[src/rtl/bubblesort_pkg.sv]
// Shared types and helpers for the bubble-sort array sequencer.
package bubblesort_pkg;

  typedef enum logic [1:0] {
    StLoad,
    StSort,
    StUnload
  } sortState_e;

  // Beat counter must hold the larger of the key count and the pass count.
  function automatic int unsigned cntWidth(int unsigned depth, int unsigned passes);
    int unsigned maxBeats;
    maxBeats = (depth > passes) ? depth : passes;
    return $clog2(maxBeats + 1);
  endfunction

endpackage

[src/rtl/bubblesort_beat_counter.sv]
// Beat counter with synchronous clear, increment and a terminal-value compare.
module bubblesort_beat_counter #(
  parameter int unsigned CNT_W = 4
) (
  input  logic             Clk,
  input  logic             ResetN,
  input  logic             clear,
  input  logic             incr,
  input  logic [CNT_W-1:0] terminal,
  output logic             atTerminal
);

  logic [CNT_W-1:0] countQ, countD;

  always_comb begin
    countD = countQ;
    if (clear) begin
      countD = '0;
    end else if (incr) begin
      countD = countQ + 1'b1;
    end
  end

  always_ff @(posedge Clk or negedge ResetN) begin
    if (!ResetN) begin
      countQ <= '0;
    end else begin
      countQ <= countD;
    end
  end

  assign atTerminal = (countQ == terminal);

endmodule

[src/rtl/bubblesort_sequencer.sv]
// Drives an external compare/exchange array: shifts keys in, runs the sort
// passes, then shifts the ordered keys out with a valid/ready handshake.
module bubblesort_sequencer
  import bubblesort_pkg::*;
#(
  parameter int unsigned WIDTH  = 8,
  parameter int unsigned DEPTH  = 8,
  parameter int unsigned PASSES = DEPTH
) (
  input  logic             Clk,
  input  logic             ResetN,
  input  logic             InValid,
  output logic             InReady,
  input  logic [WIDTH-1:0] InData,
  output logic [WIDTH-1:0] ScanOut,
  input  logic [WIDTH-1:0] ScanIn,
  output logic             ScanEnable,
  output logic             Enable,
  output logic             OutValid,
  input  logic             OutReady,
  output logic [WIDTH-1:0] OutData,
  output logic             OutLast,
  output logic             Busy
);

  localparam int unsigned CntW = cntWidth(DEPTH, PASSES);
  localparam logic [CntW-1:0] LastKey  = CntW'(DEPTH - 1);
  localparam logic [CntW-1:0] LastPass = CntW'(PASSES - 1);

  sortState_e stateQ, stateD;
  logic cntClear, cntIncr, atTerminal;
  logic [CntW-1:0] terminal;

  bubblesort_beat_counter #(
    .CNT_W(CntW)
  ) u_beat_counter (
    .Clk       (Clk),
    .ResetN    (ResetN),
    .clear     (cntClear),
    .incr      (cntIncr),
    .terminal  (terminal),
    .atTerminal(atTerminal)
  );

  always_ff @(posedge Clk or negedge ResetN) begin
    if (!ResetN) begin
      stateQ <= StLoad;
    end else begin
      stateQ <= stateD;
    end
  end

  // All handshake outputs are decoded combinationally so a key enters the
  // chain on the very edge it is accepted.
  always_comb begin
    stateD     = stateQ;
    cntClear   = 1'b0;
    cntIncr    = 1'b0;
    terminal   = LastKey;
    InReady    = 1'b0;
    ScanEnable = 1'b0;
    ScanOut    = '0;
    Enable     = 1'b0;
    OutValid   = 1'b0;
    case (stateQ)
      StLoad: begin
        InReady    = 1'b1;
        ScanEnable = InValid;
        ScanOut    = InValid ? InData : '0;
        if (InValid) begin
          if (atTerminal) begin
            cntClear = 1'b1;
            stateD   = StSort;
          end else begin
            cntIncr = 1'b1;
          end
        end
      end
      StSort: begin
        terminal = LastPass;
        Enable   = 1'b1;
        if (atTerminal) begin
          cntClear = 1'b1;
          stateD   = StUnload;
        end else begin
          cntIncr = 1'b1;
        end
      end
      StUnload: begin
        OutValid   = 1'b1;
        ScanEnable = OutReady;
        if (OutReady) begin
          if (atTerminal) begin
            cntClear = 1'b1;
            stateD   = StLoad;
          end else begin
            cntIncr = 1'b1;
          end
        end
      end
      default: begin
        cntClear = 1'b1;
        stateD   = StLoad;
      end
    endcase
  end

  assign OutData = (stateQ == StUnload) ? ScanIn : '0;
  assign OutLast = (stateQ == StUnload) && atTerminal;
  assign Busy    = (stateQ != StLoad);

endmodule

[config.mk]
export PLATFORM = sky130hd
export DESIGN_NAME = bubblesort_sequencer
export DESIGN_NICKNAME = d
export VERILOG_FILES = /design/src/rtl/bubblesort_pkg.sv /design/src/rtl/bubblesort_beat_counter.sv /design/src/rtl/bubblesort_sequencer.sv
export SDC_FILE = /design/constraint.sdc
export NUM_CORES = 1
export LEC_CHECK = 0
export ABC_AREA = 1
export BUFFER_PORTS_ARGS = -buffer_cell sky130_fd_sc_hd__buf_2
export CORE_MARGIN = 1.5
export CORE_UTILIZATION = 40
export CTS_CLUSTER_DIAMETER = 200
export DETAILED_ROUTE_END_ITERATION = 8
export GPL_ROUTABILITY_DRIVEN = 0
export GPL_TIMING_DRIVEN = 0
export PLACE_DENSITY_LB_ADDON = 0.3
export SLEW_MARGIN = 10
export SYNTH_ARGS = -nofsm -noshare
export SYNTH_HDL_FRONTEND = slang
export SYNTH_SLANG_ARGS = --single-unit
[constraint.sdc]
create_clock -name Clk -period 3.1 [get_ports Clk]
set_input_delay 0.31 -clock Clk [delete_from_list [all_inputs] [get_ports Clk]]
set_output_delay 0.31 -clock Clk [all_outputs]
set_load 0.05 [all_outputs]
==> Word-level counts from Yosys, hierarchy flattened <==
Index checks and enable logic that the tools add are counted.
{ "word_totals": {"input_bits": 20, "ff_bits": 6, "output_inout_bits": 22, "elab_cells": 39} }
{ "classes": {"eq_ne": 8, "reduce_logical": 5, "addsub": 1, "mux": 23} }
{ "ops": {"columns": ["cell", "n"], "rows": [
  ["8-bit two-way mux", 3],
  ["2-bit two-way mux", 5],
  ["2-bit != test, second input constant", 5],
  ["1-bit two-way mux", 9],
  ["4-bit two-way mux", 2],
  ["1-bit case mux with 3 select lines", 2],
  ["2-bit case mux with 3 select lines", 1],
  ["5-bit AND reduction", 1],
  ["4-bit by 1-bit adder with 4-bit output, second input constant", 1],
  ["4-bit by 3-bit equality test with 1-bit output, second input constant", 1],
  ["2-bit nonzero test", 2],
  ["2-bit by 1-bit equality test with 1-bit output, second input constant", 1],
  ["2-bit equality test, second input constant", 1],
  ["2-bit zero test", 1],
  ["1-bit case mux with 2 select lines", 1],
  ["1-bit logical AND", 1]
]} }

==> Depth between registers and ports, before layout <==
{ "depth": {"ltp_word": 6, "depth_mapped": 7, "mapped_depth_nobuf": 7} }

==> Modules after synthesis <==
Synthesis repeated with hierarchy kept, for this count alone.
{ "unflattened": {"hier_cells": 92, "area_unflattened_um2": 549.3} }
{ "by_module_without_submodules": {"columns": ["module", "area_each_um2", "instances", "cells_each", "seq_area_each_um2"], "rows": [
  ["bubblesort_sequencer", 301.5, 1, 61, 50.0],
  ["bubblesort_beat_counter", 247.7, 1, 31, 100.1]
]} }

==> Worst setup path before layout <==
OpenSTA, ideal clock, no wires.
{ "synth_path": {"path_kind": "register to output", "from": "register stateQ[1]", "to": "output port ScanOut[0]", "stages_incl_launch_ff": 4, "t_arrival_ns": 2.213, "n_path_buf": 0, "setup_slack_ns": 0.577, "cell_sequence": "dfrtp_1 > nor2_2 > inv_1 > nor2_1"} }
{ "synth_via": {"elab_chain_len": 2} }
{ "synth_lines": {"columns": ["item", "line_no", "source"], "rows": [
  ["from (decl)", "bubblesort_sequencer.sv:30", "sortState_e stateQ, stateD;"],
  ["from (signal assigned)", "bubblesort_sequencer.sv:47", "stateQ <= StLoad;"],
  ["from (signal assigned)", "bubblesort_sequencer.sv:49", "stateQ <= stateD;"],
  ["2-bit zero test", "bubblesort_sequencer.sv:65", "case (stateQ)"],
  ["8-bit two-way mux", "bubblesort_sequencer.sv:65", null],
  ["to (decl)", "bubblesort_sequencer.sv:15", "output logic [WIDTH-1:0] ScanOut,"]
]} }
Every way passes these cells.

==> Worst setup path after layout <==
{ "layout_path": {"from": "register u_beat_counter.countQ[1]", "to": "output port OutLast"} }
{ "layout_via": {"elab_chain_len": 2} }
{ "layout_lines": {"columns": ["item", "line_no", "source"], "rows": [
  ["from (decl)", "bubblesort_beat_counter.sv:13", "logic [CNT_W-1:0] countQ, countD;"],
  ["from (signal assigned)", "bubblesort_beat_counter.sv:28", "countQ <= countD;"],
  ["4-bit by 3-bit equality test with 1-bit output", "bubblesort_beat_counter.sv:32", "assign atTerminal = (countQ == terminal);"],
  ["1-bit logical AND", "bubblesort_sequencer.sv:109", "assign OutLast = (stateQ == StUnload) && atTerminal;"],
  ["to (decl)", "bubblesort_sequencer.sv:22", "output logic OutLast,"]
]} }
Every way passes these cells.

==> reports/qor.csv <==
metric,value,unit
clk slew on worst S/H paths,40,ps
top cell type's share of synthesized area,28.8,%
Pre-antenna DRT Iters,4,
Die ar.,1530,µm²
Least-Margin Pin Slew,280,ps
Worst EP required,2790,ps
Mapped Cells,87,
met1 WL,503,µm
Worst Hold Class,in -> async,
Max Fanout on Critical Path,4,
fin. max-slew vios,0,
clk sink count,6,
Setup crit end kind,output port,
largest net degree at the start of global routing,11,
clk buf depth,2,
status,finished clean,
# Post-CTS Setup Buffers,0,
Diodes inserted,0,
combinational power share,59.9,%
Tot GR Track Use,16.6,%
number of setup violations in the final report,0,
post-layout util,66.8,%
TritonCTS clock tree,done,
Resize count post-CTS,0,
"Hold Violations, Final",0,
area grow syn2layout,48.0,%
core area,1160,µm²
sequential area share after synthesis,28.8,%
Avg Inst Size Synth,6.00,µm²
f_max,540,MHz
Synth Area in Simple Gates,46.5,%
hold_buf cts,1,
RSZ-0062 raised after global routing,no,
cell at the slowest stage of the critical path,dfrtp_1,
Synth Net Count,108,
"commonest non-fill, non-tap cell in the layout",buf_2,
Worst R2R Start,u_beat_counter.countQ[0]$_DFFE_PN0P_,
count of cell types in the netlist,17,
number of antenna violations at the first check in global routing,0,
Tcrit/Tclk final,59.8,%
I/O pin total,42,
DR WL met3,126,µm
async set-reset flop share out of synthesis,100,%
Synth Area in XOR/XNOR,1.68,%
"Critical Path, Cell by Cell",ha_1 -> nand2_1 -> nor2_2 -> inv_1 -> nor2_1 -> buf_2,
CTS Buf Count,3,
clock share of power,12.8,%
routed vias,648,
DR WL met2,645,µm
NumNets Final,154,
Syn Std Cell Area,522,µm²
Post-DP HPWL,1.07,mm
sw frac,54.4,%
"top cells by area, synth","dfrtp_1 (29%), nand2_1 (17%), nor2_1 (14%)",
Die Span Y,39.1,µm
CP Capture Point,OutLast,
setup TNS,0,ps
Critical Path Max Stage Delay,400,ps
Reg2Reg Capture Point,stateQ[0]$_DFFE_PN0P_,
Fin Clk Skew,0.0673,ps
largest family of logic cells by synthesized area,simple AND/OR/NAND/NOR gates,
H-tree depth,1,
Synth Area in Adders,2.40,%
top layer in use,met4,
Clock Tree Root,clkbuf_4,
vias in the first global route,482,
Die W,39.1,µm
Worst slew margin,81.3,%
effective utilization at floorplan,45.1,%
Post-Route WL,1.30,mm
# rows,12,
Post-synth EDFFs,0,
peak supply drop,0.384,mV
Lkg Pwr,0.504,nW
Yosys reg bits,6,
Most used DFF post-synth,dfrtp_1,
internal cell power,0.238,mW
Setup crit start,u_beat_counter.countQ[1]$_DFFE_PN0P_,
share of layout cells above drive strength 1,42.7,%
R2R cell count,7,
starting DRC count in detailed routing,9,
mux cell area share after synthesis,0,%
vias per cell,4.47,
Reg power frac,27.2,%
YS warnings,0,
# DRC,0,
r2r setup slk,1830,ps
gr ovfl total,0,
max_cap viols,0,
"area leader, netlist",dfrtp_1,
Compound-Gate Fraction of Synth Area,3.84,%
average wire per standard cell,8.98,µm
PwrDens,678,nW/µm²
critical path class,reg -> out,
CP startpoint kind,flop,
most frequent cells in the layout,"buf_2 (41), nand2_1 (24), nor2_1 (19)",
net switching power,0.285,mW
first-pass GRT wire length,1.73,mm
Worst EP arrival,1540,ps
Buffers on Ports,40,
worst skew pair latency,240,ps
remaining antenna violation count,0,
Final Critical Period,1850,ps
-- logic make-up after synthesis --
family | after synthesis
DFF | 6
xor gates and xnor gates | 1
and+or+nand+nor | 56
AOI/OAI and AO/OA | 2
adders and majority gates | 1
buffers and inverters | 21
-- critical path, delay by kind of cell, from the launching register on --
kind          cells  cell delay [ps]
fa+ha+maj         1              210
simple gates      3              350
buf+inv           2              340
flops             1              400
-- power by group through the flow --
stage | clock network (mW) | logic [mW] | registers, mW
2_1_floorplan | 0 | 0.247 | 0.132
3_3_place_gp | 0 | 0.306 | 0.135
3_5_place_dp | 0 | 0.312 | 0.142
4_1_cts | 0.0702 | 0.314 | 0.140
5_1_grt | 0.0706 | 0.346 | 0.144
6_report | 0.0672 | 0.314 | 0.142
-- registers in the layout (all words and copies together), names as in the netlist --
signal                 flops
u_beat_counter.countQ      4
stateQ                     2
-- worst min-delay path by stage --
stage                      start                                    to  cells after the start
after global routing      ResetN  u_beat_counter.countQ[3]$_DFFE_PN0P_                      2
after floorplan           ResetN                 stateQ[0]$_DFFE_PN0P_                      0
after CTS                 ResetN                 stateQ[0]$_DFFE_PN0P_                      2
after global placement    ResetN                 stateQ[1]$_DFFE_PN0P_                      1
final                     ResetN                 stateQ[0]$_DFFE_PN0P_                      2
after detailed placement  ResetN                 stateQ[0]$_DFFE_PN0P_                      1
-- cell usage after synthesis (4+ instances only) --
library cell  instances
nor2_1               19
inv_2                 4
inv_1                15
nand3_1               5
dfrtp_1               6
nor2_2                4
nand2_1              24
-- per-stage QoR --
step / cells / setup WS [ps] / cell area [µm²] / hold slack, ps / power, mW
floorplan: 87 / 577 / 522 / 14.4 / 0.379
global placement: 141 / 1570 / 739 / 131 / 0.442
detailed placement: 141 / 1510 / 739 / 132 / 0.454
CTS: 145 / 1240 / 772 / 414 / 0.525
global route: 145 / 1090 / 772 / 446 / 0.560
finish: 145 / 1250 / 772 / 435 / 0.523
-- cell type report --
type / count / area, µm²
fillers: 104 / 384
multi-input cells: 60 / 284
repair buffers: 41 / 210
flip-flops and latches: 6 / 150
inverters: 19 / 71.3
clock buffers: 3 / 22.5
well taps: 14 / 17.5
plain buffers: 2 / 16.3
-- layer usage --
metal | vias up | GRT usage, %
li1 | 342 | -
met1 | 267 | 18.3
met2 | 35 | 30.4
met3 | 4 | 0.578
met4 | 0 | 10.3
met5 | - | 0
(Power assumes the default switching activity.)
